## config.mk

```make
export PLATFORM = sky130hd
export DESIGN_NAME = pc_redirect_ctrl
export DESIGN_NICKNAME = d
export VERILOG_FILES = /design/src/rtl/pc_redirect_ctrl.sv
export SDC_FILE = /design/constraint.sdc
export NUM_CORES = 1
export LEC_CHECK = 0
export CAP_MARGIN = 5
export CORE_MARGIN = 2
export CORE_UTILIZATION = 26
export DETAILED_ROUTE_END_ITERATION = 8
export PLACE_DENSITY = 0.83
export SYNTH_ARGS = -nofsm -noshare
export SYNTH_HDL_FRONTEND = slang
export SYNTH_SLANG_ARGS = --single-unit
```

## constraint.sdc

```tcl
create_clock -name clk -period 2.06 [get_ports clk]
set_input_delay 0.412 -clock clk [delete_from_list [all_inputs] [get_ports clk]]
set_output_delay 0.412 -clock clk [all_outputs]
set_load 0.02 [all_outputs]
```

## src/rtl/pc_redirect_ctrl.sv

```systemverilog
// pc_redirect_ctrl: control-flow sequencer between the EX branch resolver and
// the fetch/decode pipeline registers. It drives PC write/select, the redirect
// target, and the IF/ID / ID/EX enable and flush controls. A taken redirect is
// followed by a bubble window of FLUSH_CYC cycles in total.
// Optional build macro PC_REDIRECT_PERF_EN adds saturating performance counters
// (ctrl_cnt, taken_cnt, stall_cnt).
module pc_redirect_ctrl #(
   parameter int unsigned PC_W      = 9,
   parameter int unsigned FLUSH_CYC = 2,
   parameter int unsigned CNT_W     = 16
) (
   input  logic            clk,
   input  logic            reset,
   input  logic            ex_valid,
   input  logic            ex_is_ctrl,
   input  logic            ex_pcsel,
   input  logic [31:0]     ex_brpc,
   input  logic            hz_stall,
   output logic            pc_we,
   output logic            pc_sel,
   output logic [PC_W-1:0] pc_redirect,
   output logic            if_id_we,
   output logic            if_id_flush,
   output logic            id_ex_flush,
   output logic            busy,
   output logic            misalign_err
`ifdef PC_REDIRECT_PERF_EN
   ,
   output logic [CNT_W-1:0] ctrl_cnt,
   output logic [CNT_W-1:0] taken_cnt,
   output logic [CNT_W-1:0] stall_cnt
`endif
);

   localparam int unsigned FCNT_W = 4;

   typedef enum logic {
      RUN   = 1'b0,
      FLUSH = 1'b1
   } state_t;

   state_t            state;
   state_t            state_nxt;
   logic [FCNT_W-1:0] flush_cnt;
   logic [FCNT_W-1:0] flush_cnt_nxt;
   logic              take;

   // Upper target bits are dropped on purpose; fold them into a sink.
   logic unused_brpc_hi;
   assign unused_brpc_hi = ^ex_brpc[31:PC_W];

   // State and bubble-window counter register.
   always_ff @(posedge clk) begin
      if (reset) begin
         state     <= RUN;
         flush_cnt <= '0;
      end else begin
         state     <= state_nxt;
         flush_cnt <= flush_cnt_nxt;
      end
   end

   // Next-state and combinational control decode (zero-latency redirect).
   always_comb begin
      state_nxt     = state;
      flush_cnt_nxt = flush_cnt;
      pc_we         = 1'b0;
      pc_sel        = 1'b0;
      pc_redirect   = '0;
      if_id_we      = 1'b0;
      if_id_flush   = 1'b1;
      id_ex_flush   = 1'b1;
      busy          = 1'b0;
      misalign_err  = 1'b0;
      take          = (state == RUN) & ex_valid & ex_is_ctrl & ex_pcsel;

      if (!reset) begin
         pc_redirect = {ex_brpc[PC_W-1:2], 2'b00};
         case (state)
            RUN: begin
               if (take) begin
                  pc_we        = 1'b1;
                  pc_sel       = 1'b1;
                  if_id_we     = 1'b1;
                  if_id_flush  = 1'b1;
                  id_ex_flush  = 1'b1;
                  misalign_err = |ex_brpc[1:0];
                  if (FLUSH_CYC > 1) begin
                     state_nxt     = FLUSH;
                     flush_cnt_nxt = FCNT_W'(FLUSH_CYC - 1);
                  end
               end else if (hz_stall) begin
                  pc_we       = 1'b0;
                  if_id_we    = 1'b0;
                  if_id_flush = 1'b0;
                  id_ex_flush = 1'b1;
               end else begin
                  pc_we       = 1'b1;
                  if_id_we    = 1'b1;
                  if_id_flush = 1'b0;
                  id_ex_flush = 1'b0;
               end
            end
            FLUSH: begin
               busy          = 1'b1;
               pc_we         = 1'b1;
               if_id_we      = 1'b1;
               if_id_flush   = 1'b1;
               id_ex_flush   = 1'b1;
               flush_cnt_nxt = flush_cnt - FCNT_W'(1);
               if (flush_cnt <= FCNT_W'(1)) begin
                  state_nxt     = RUN;
                  flush_cnt_nxt = '0;
               end
            end
            default: begin
               state_nxt     = RUN;
               flush_cnt_nxt = '0;
            end
         endcase
      end
   end

`ifdef PC_REDIRECT_PERF_EN
   // Saturating performance counters.
   always_ff @(posedge clk) begin
      if (reset) begin
         ctrl_cnt  <= '0;
         taken_cnt <= '0;
         stall_cnt <= '0;
      end else begin
         if ((state == RUN) && ex_valid && ex_is_ctrl && (ctrl_cnt != '1))
            ctrl_cnt <= ctrl_cnt + CNT_W'(1);
         if (take && (taken_cnt != '1))
            taken_cnt <= taken_cnt + CNT_W'(1);
         if ((state == RUN) && !take && hz_stall && (stall_cnt != '1))
            stall_cnt <= stall_cnt + CNT_W'(1);
      end
   end
`endif

endmodule
```

# Word-level counts from Yosys, hierarchy flattened
# Cells that the tools add are included.
dict set report word_totals {
  inputBits 38
  ff_bits 5
  elab_cells 34
  out_inout_bits 16
}
dict set report classes {
  mux 24
  order_cmp 1
  reduce_logical 1
  n_bitwise 4
  add_sub_neg 1
  eq_ne 1
}
# operator count
set ops {}
lappend ops {{2-to-1 mux 1 bit} 16}
lappend ops {{2-to-1 mux 9 bit} 1}
lappend ops {{2-to-1 mux 4 bit} 2}
lappend ops {{one-hot mux 1 bit (2 select lines)} 4}
lappend ops {{one-hot mux 4 bit (2 select lines)} 1}
lappend ops {{<= comparator 4 x 1 -> 1 bit, second input constant} 1}
lappend ops {{subtractor 4 x 1 -> 4 bit, second input constant} 1}
lappend ops {{bitwise AND 1 bit} 3}
lappend ops {{inequality test 2 bit, second input constant} 1}
lappend ops {{OR reduction 2 bit} 1}
lappend ops {{NOT 1 bit} 1}

# Depth between registers and ports, before layout
# Gate-level depths: netlist (run 1).
dict set report depth {
  depth_word 7
  depth_mapped 5
  mapped_depth_nobuf 5
}

# Worst setup path before layout (run 1)
# No wires, ideal clock.
dict set report synth_path {
  path_type {input to output}
  startpoint {input ex_pcsel}
  endpoint {output pc_we}
  arrival_time_ns 1.198
  required_time_ns 1.648
  path_buffers 1
  slack_ns 0.450
  stages 3
  path_cell_list {nand3_1 a31oi_1 buf_4}
}
dict set report synth_between {
  elab_chain_cells 4
}
# item line_no
set synth_lines {}
lappend synth_lines {{from (decl)} 16} ;# input logic ex_pcsel,
lappend synth_lines {{bitwise AND 1 bit} 75} ;# take = (state == RUN) & ex_valid & ex_is_ctrl & ex_pcsel;
lappend synth_lines {{2-to-1 mux 1 bit} --}
lappend synth_lines {{one-hot mux 1 bit (2 select lines)} --}
lappend synth_lines {{2-to-1 mux 1 bit} --}
lappend synth_lines {{to (decl)} 19} ;# output logic pc_we,
# No other way between the ends.

# Worst setup path after layout (run 1)
dict set report layout_path {
  startpoint {input reset}
  endpoint {output pc_redirect[5]}
}
dict set report layout_between {
  elab_chain_cells 1
}
# item line_no
set layout_lines {}
lappend layout_lines {{from (decl)} 13} ;# input logic reset,
lappend layout_lines {{2-to-1 mux 9 bit} 77} ;# if (!reset) begin
lappend layout_lines {{to (decl)} 21} ;# output logic [PC_W-1:0] pc_redirect,
# No other way between the ends.

==> run_results.csv, run 1 <==
group,metric,value,unit
status,outcome,"completed",
die,initial_core_util,27.6,%
routing,vias,475,
setup_path,path_cells,"clkdlybuf4s50_1 -> buf_6 -> and2b_2 -> dlygate4sd2_1",
pwr,powerDensity,427,nW/um^2
setup_path,timing.rr.start,"flush_cnt[0]$_SDFFE_PP0P_",
place,gp_congestion,0.816,
pwr,vdd_drop_max,0.261,mV
die,die_w,43.8,microns
cells_and_area,drive_above_1_share,36.8,%
timing,fmax,500,MHz
cells_and_area,fill_cells,143,
min_path,min_path_type,"flip-flop to flip-flop",
run,max_cap_violations,0,
synth,yosysSeqAreaShare,24.3,%
global_routing,grt_max_degree,12,
routing,via_per_inst,4.61,
cells_and_area,layout_commonest_cell,"clkdlybuf4s50_1",
pwr,p_int,237,uW
synth,ys_ff_latch,5,
cells_and_area,syn_to_final_growth,89.7,%
setup_path,regToRegSetupSlack,0.71,ns
synth,avgSynthCellArea,8.40,sq um
setup_path,critPathBufInv,3,
setup_path,cp.depth,4,
synth,netlist_area,412,sq um
cells_and_area,antenna_cells,0,
synth,synthTopCellsByArea,"dfxtp_1, and2b_2, o311ai_0",
clock_network,ctsRootBufferMaster,"clkbuf_4",
cells_and_area,fin_util,52.4,%
synth,yosysTopAreaCell,"dfxtp_1",
global_routing,grt_first_pass_wirelength,1900,microns
clock_network,cts_tree,"built",
pwr,combinationalPowerShare,34.8,%
timing,fin_crit_sh,97.1,%
clock_network,clk_latency,0.24,ns
routing,post_drt_wl_per_cell,11.3,microns
global_routing,antenna_found_initial,0,
setup_path,crit_fanout,11,
routing,drtIter0Drc,2,
synth,synth_flop_cell,"dfxtp_1",
pwr,p_sw,96.7,uW
clock_network,cts-buffers-inserted,3,
cells_and_area,layout.nets,128,
setup_path,crit_type,"primary input to output pin",
cells_and_area,stdcell_count,103,
synth,synthArstFlopShare,0,%
cells_and_area,final_cell_mix,"clkdlybuf4s50_1, buf_4, and2b_2, inv_1",
setup_path,endpoint_kind,"output pin",
place,post-dp-hpwl,938,microns
timing,finalSetupViolations,0,
routing,dr.pass1.iters,4,
timing,fin_crit,2.00,ns
synth,yosysWarnings,0,
pwr,p_seq_share,30.6,%
clock_network,cts_buffer_depth,2,
die,placementRows,14,
setup_path,slowest_stage,"clkdlybuf4s50_1",
setup_path,crit_arrival,1.59,ns
setup_path,crit_path_end,"pc_redirect[5]",
synth,yosysTopAreaCellShare,24.3,%
timing,drv_slew,0,
timing,rsz0062_at_grt,"false",
setup_path,crit_required,1.65,ns
clock_network,clock_sinks,5,
place,numPlacedInstances,97,
min_path,hp-start,"flush_cnt[2]$_SDFFE_PP0P_",
setup_path,r2r_end,"flush_cnt[1]$_SDFFE_PP0P_",
routing,drt_wl_total,1160,microns
place,place.port_buffers,28,
global_routing,grt.total_usage,13.3,%
global_routing,grt_overflow,0,
setup_path,max_stage_delay,0.50,ns
setup_path,r2r_cells,5,
pwr,swShare,29.0,%
die,die_height,43.8,microns
pwr,clock_power_share,34.6,%
die,fp.coreArea,1490,sq um
synth,ys_types,25,
synth,synthesis.instances,49,
setup_path,path_delay_family,"buffers and inverters",
die,dieArea,1920,sq um
timing,fin_skew,0.000488,ns
die,ios,54,
routing,drc,0,
global_routing,grt_pass1_vias,453,
clock_network,h-tree-depth,1,
pwr,leakage,0.000396,uW
setup_path,start_kind,"primary input",
synth,synth-edff-count,0,
setup_path,startpoint,"reset",
timing,hold_viol_final,0,
routing,antenna_left,0,
clock_network,path_clk_slew,0.05,ns
cells in the mapped netlist, types with 2 or more instances:
cell type,instances
and2b_2,7
inv_1,6
dfxtp_1,5
buf_4,3
o311ai_0,3
a21oi_1,2
ha_1,2
nand2_1,2
nand3_1,2
nor2_1,2
power by group through the flow:
stage	registers, uW	logic [uW]	clock network, uW
after CTS	102	113	119
after floorplan	103	56.4	0
final	102	116	115
after detailed placement	103	118	0
after global routing	102	125	128
after global placement	103	116	0
routing by layer:
metal  routed length (microns)  up-vias  global-route usage (%)
met5                         0        -                       0
met4                         4        0                    6.67
met3                       102        2                    3.75
met2                       627       24                    25.6
met1                       430      208                    12.6
li1                          -      241                       -
how the worst min path moves through the flow:
stage | end | slack (ns) | depth (start not counted)
finish | flush_cnt[2]$_SDFFE_PP0P_ | 0.54 | 2
global route | flush_cnt[2]$_SDFFE_PP0P_ | 0.58 | 2
CTS | flush_cnt[2]$_SDFFE_PP0P_ | 0.54 | 2
detailed placement | flush_cnt[2]$_SDFFE_PP0P_ | 0.53 | 2
global placement | flush_cnt[2]$_SDFFE_PP0P_ | 0.52 | 2
floorplan | flush_cnt[2]$_SDFFE_PP0P_ | 0.49 | 2
logic make-up (layout without fill, tap and decap cells):
kind of cell / count (synthesis) / after routing / synth area share, %
AOI/OAI and AO/OA: 11 / 11 / 21.9
adders and majority gates: 2 / 2 / 6.08
DFF: 5 / 5 / 24.3
other: 1 / 2 / 0.911
buffers and inverters: 11 / 48 / 14.6
and+or+nand+nor: 19 / 19 / 32.2
registers in the layout, summed over array words and instances (netlist names):
signal / cells
flush_cnt: 4
state: 1
worst reg2reg max path: cells and delay by family (launching register included):
family,cells,cell delay [ns]
AO/OA/AOI/OAI,2,0.49
flip-flops,1,0.33
adder cells (fa/ha/maj),1,0.20
buffers and inverters,1,0.10
AND/OR/NAND/NOR,1,0.09
layout make-up:
| class | count | area (sq um) | area share [%] |
|---|---|---|---|
| inverters | 7 | 26.3 | 3.37 |
| well taps | 16 | 20.0 | 2.56 |
| repair buffers | 37 | 332 | 42.5 |
| clock buffers | 4 | 26.3 | 3.37 |
| multi-input cells | 34 | 277 | 35.4 |
| flip-flops and latches | 5 | 100 | 12.8 |
through the flow:
stage	hold WS (ns)	power, uW	cell area [sq um]	setup TNS, ns	worst slack (ns)
2_1_floorplan	0.494	159	415	0	0.450
3_3_place_gp	0.519	219	734	-3.32	-0.407
3_5_place_dp	0.528	222	734	-3.57	-0.430
4_1_cts	0.540	334	752	-0.0432	-0.0432
5_1_grt	0.576	355	781	0	0.00692
6_report	0.538	333	781	0	0.0605
what timing repair did:
| action | CTS | global route |
|---|---|---|
| setup endpoints to repair | 14 | 12 |
| cloned | 0 | 0 |
| hold buffers | 0 | 0 |
| gates resized for setup | 33 | 11 |
| hold endpoints to repair | 0 | 0 |
| pin swaps | 1 | 2 |
| buffers inserted | 1 | 1 |
No activity file was read; power rests on OpenSTA's default activity.
==> run 2, diff against run 1 <==
--- a/config.mk
+++ b/config.mk
@@ -8,6 +8,7 @@
 export CAP_MARGIN = 5
 export CORE_MARGIN = 2
 export CORE_UTILIZATION = 26
+export CTS_CLUSTER_DIAMETER = 100
 export DETAILED_ROUTE_END_ITERATION = 8
 export PLACE_DENSITY = 0.83
 export SYNTH_ARGS = -nofsm -noshare
==> results of run 2 <==
The final DEF is identical to that of run 1; final timing and power are the same.
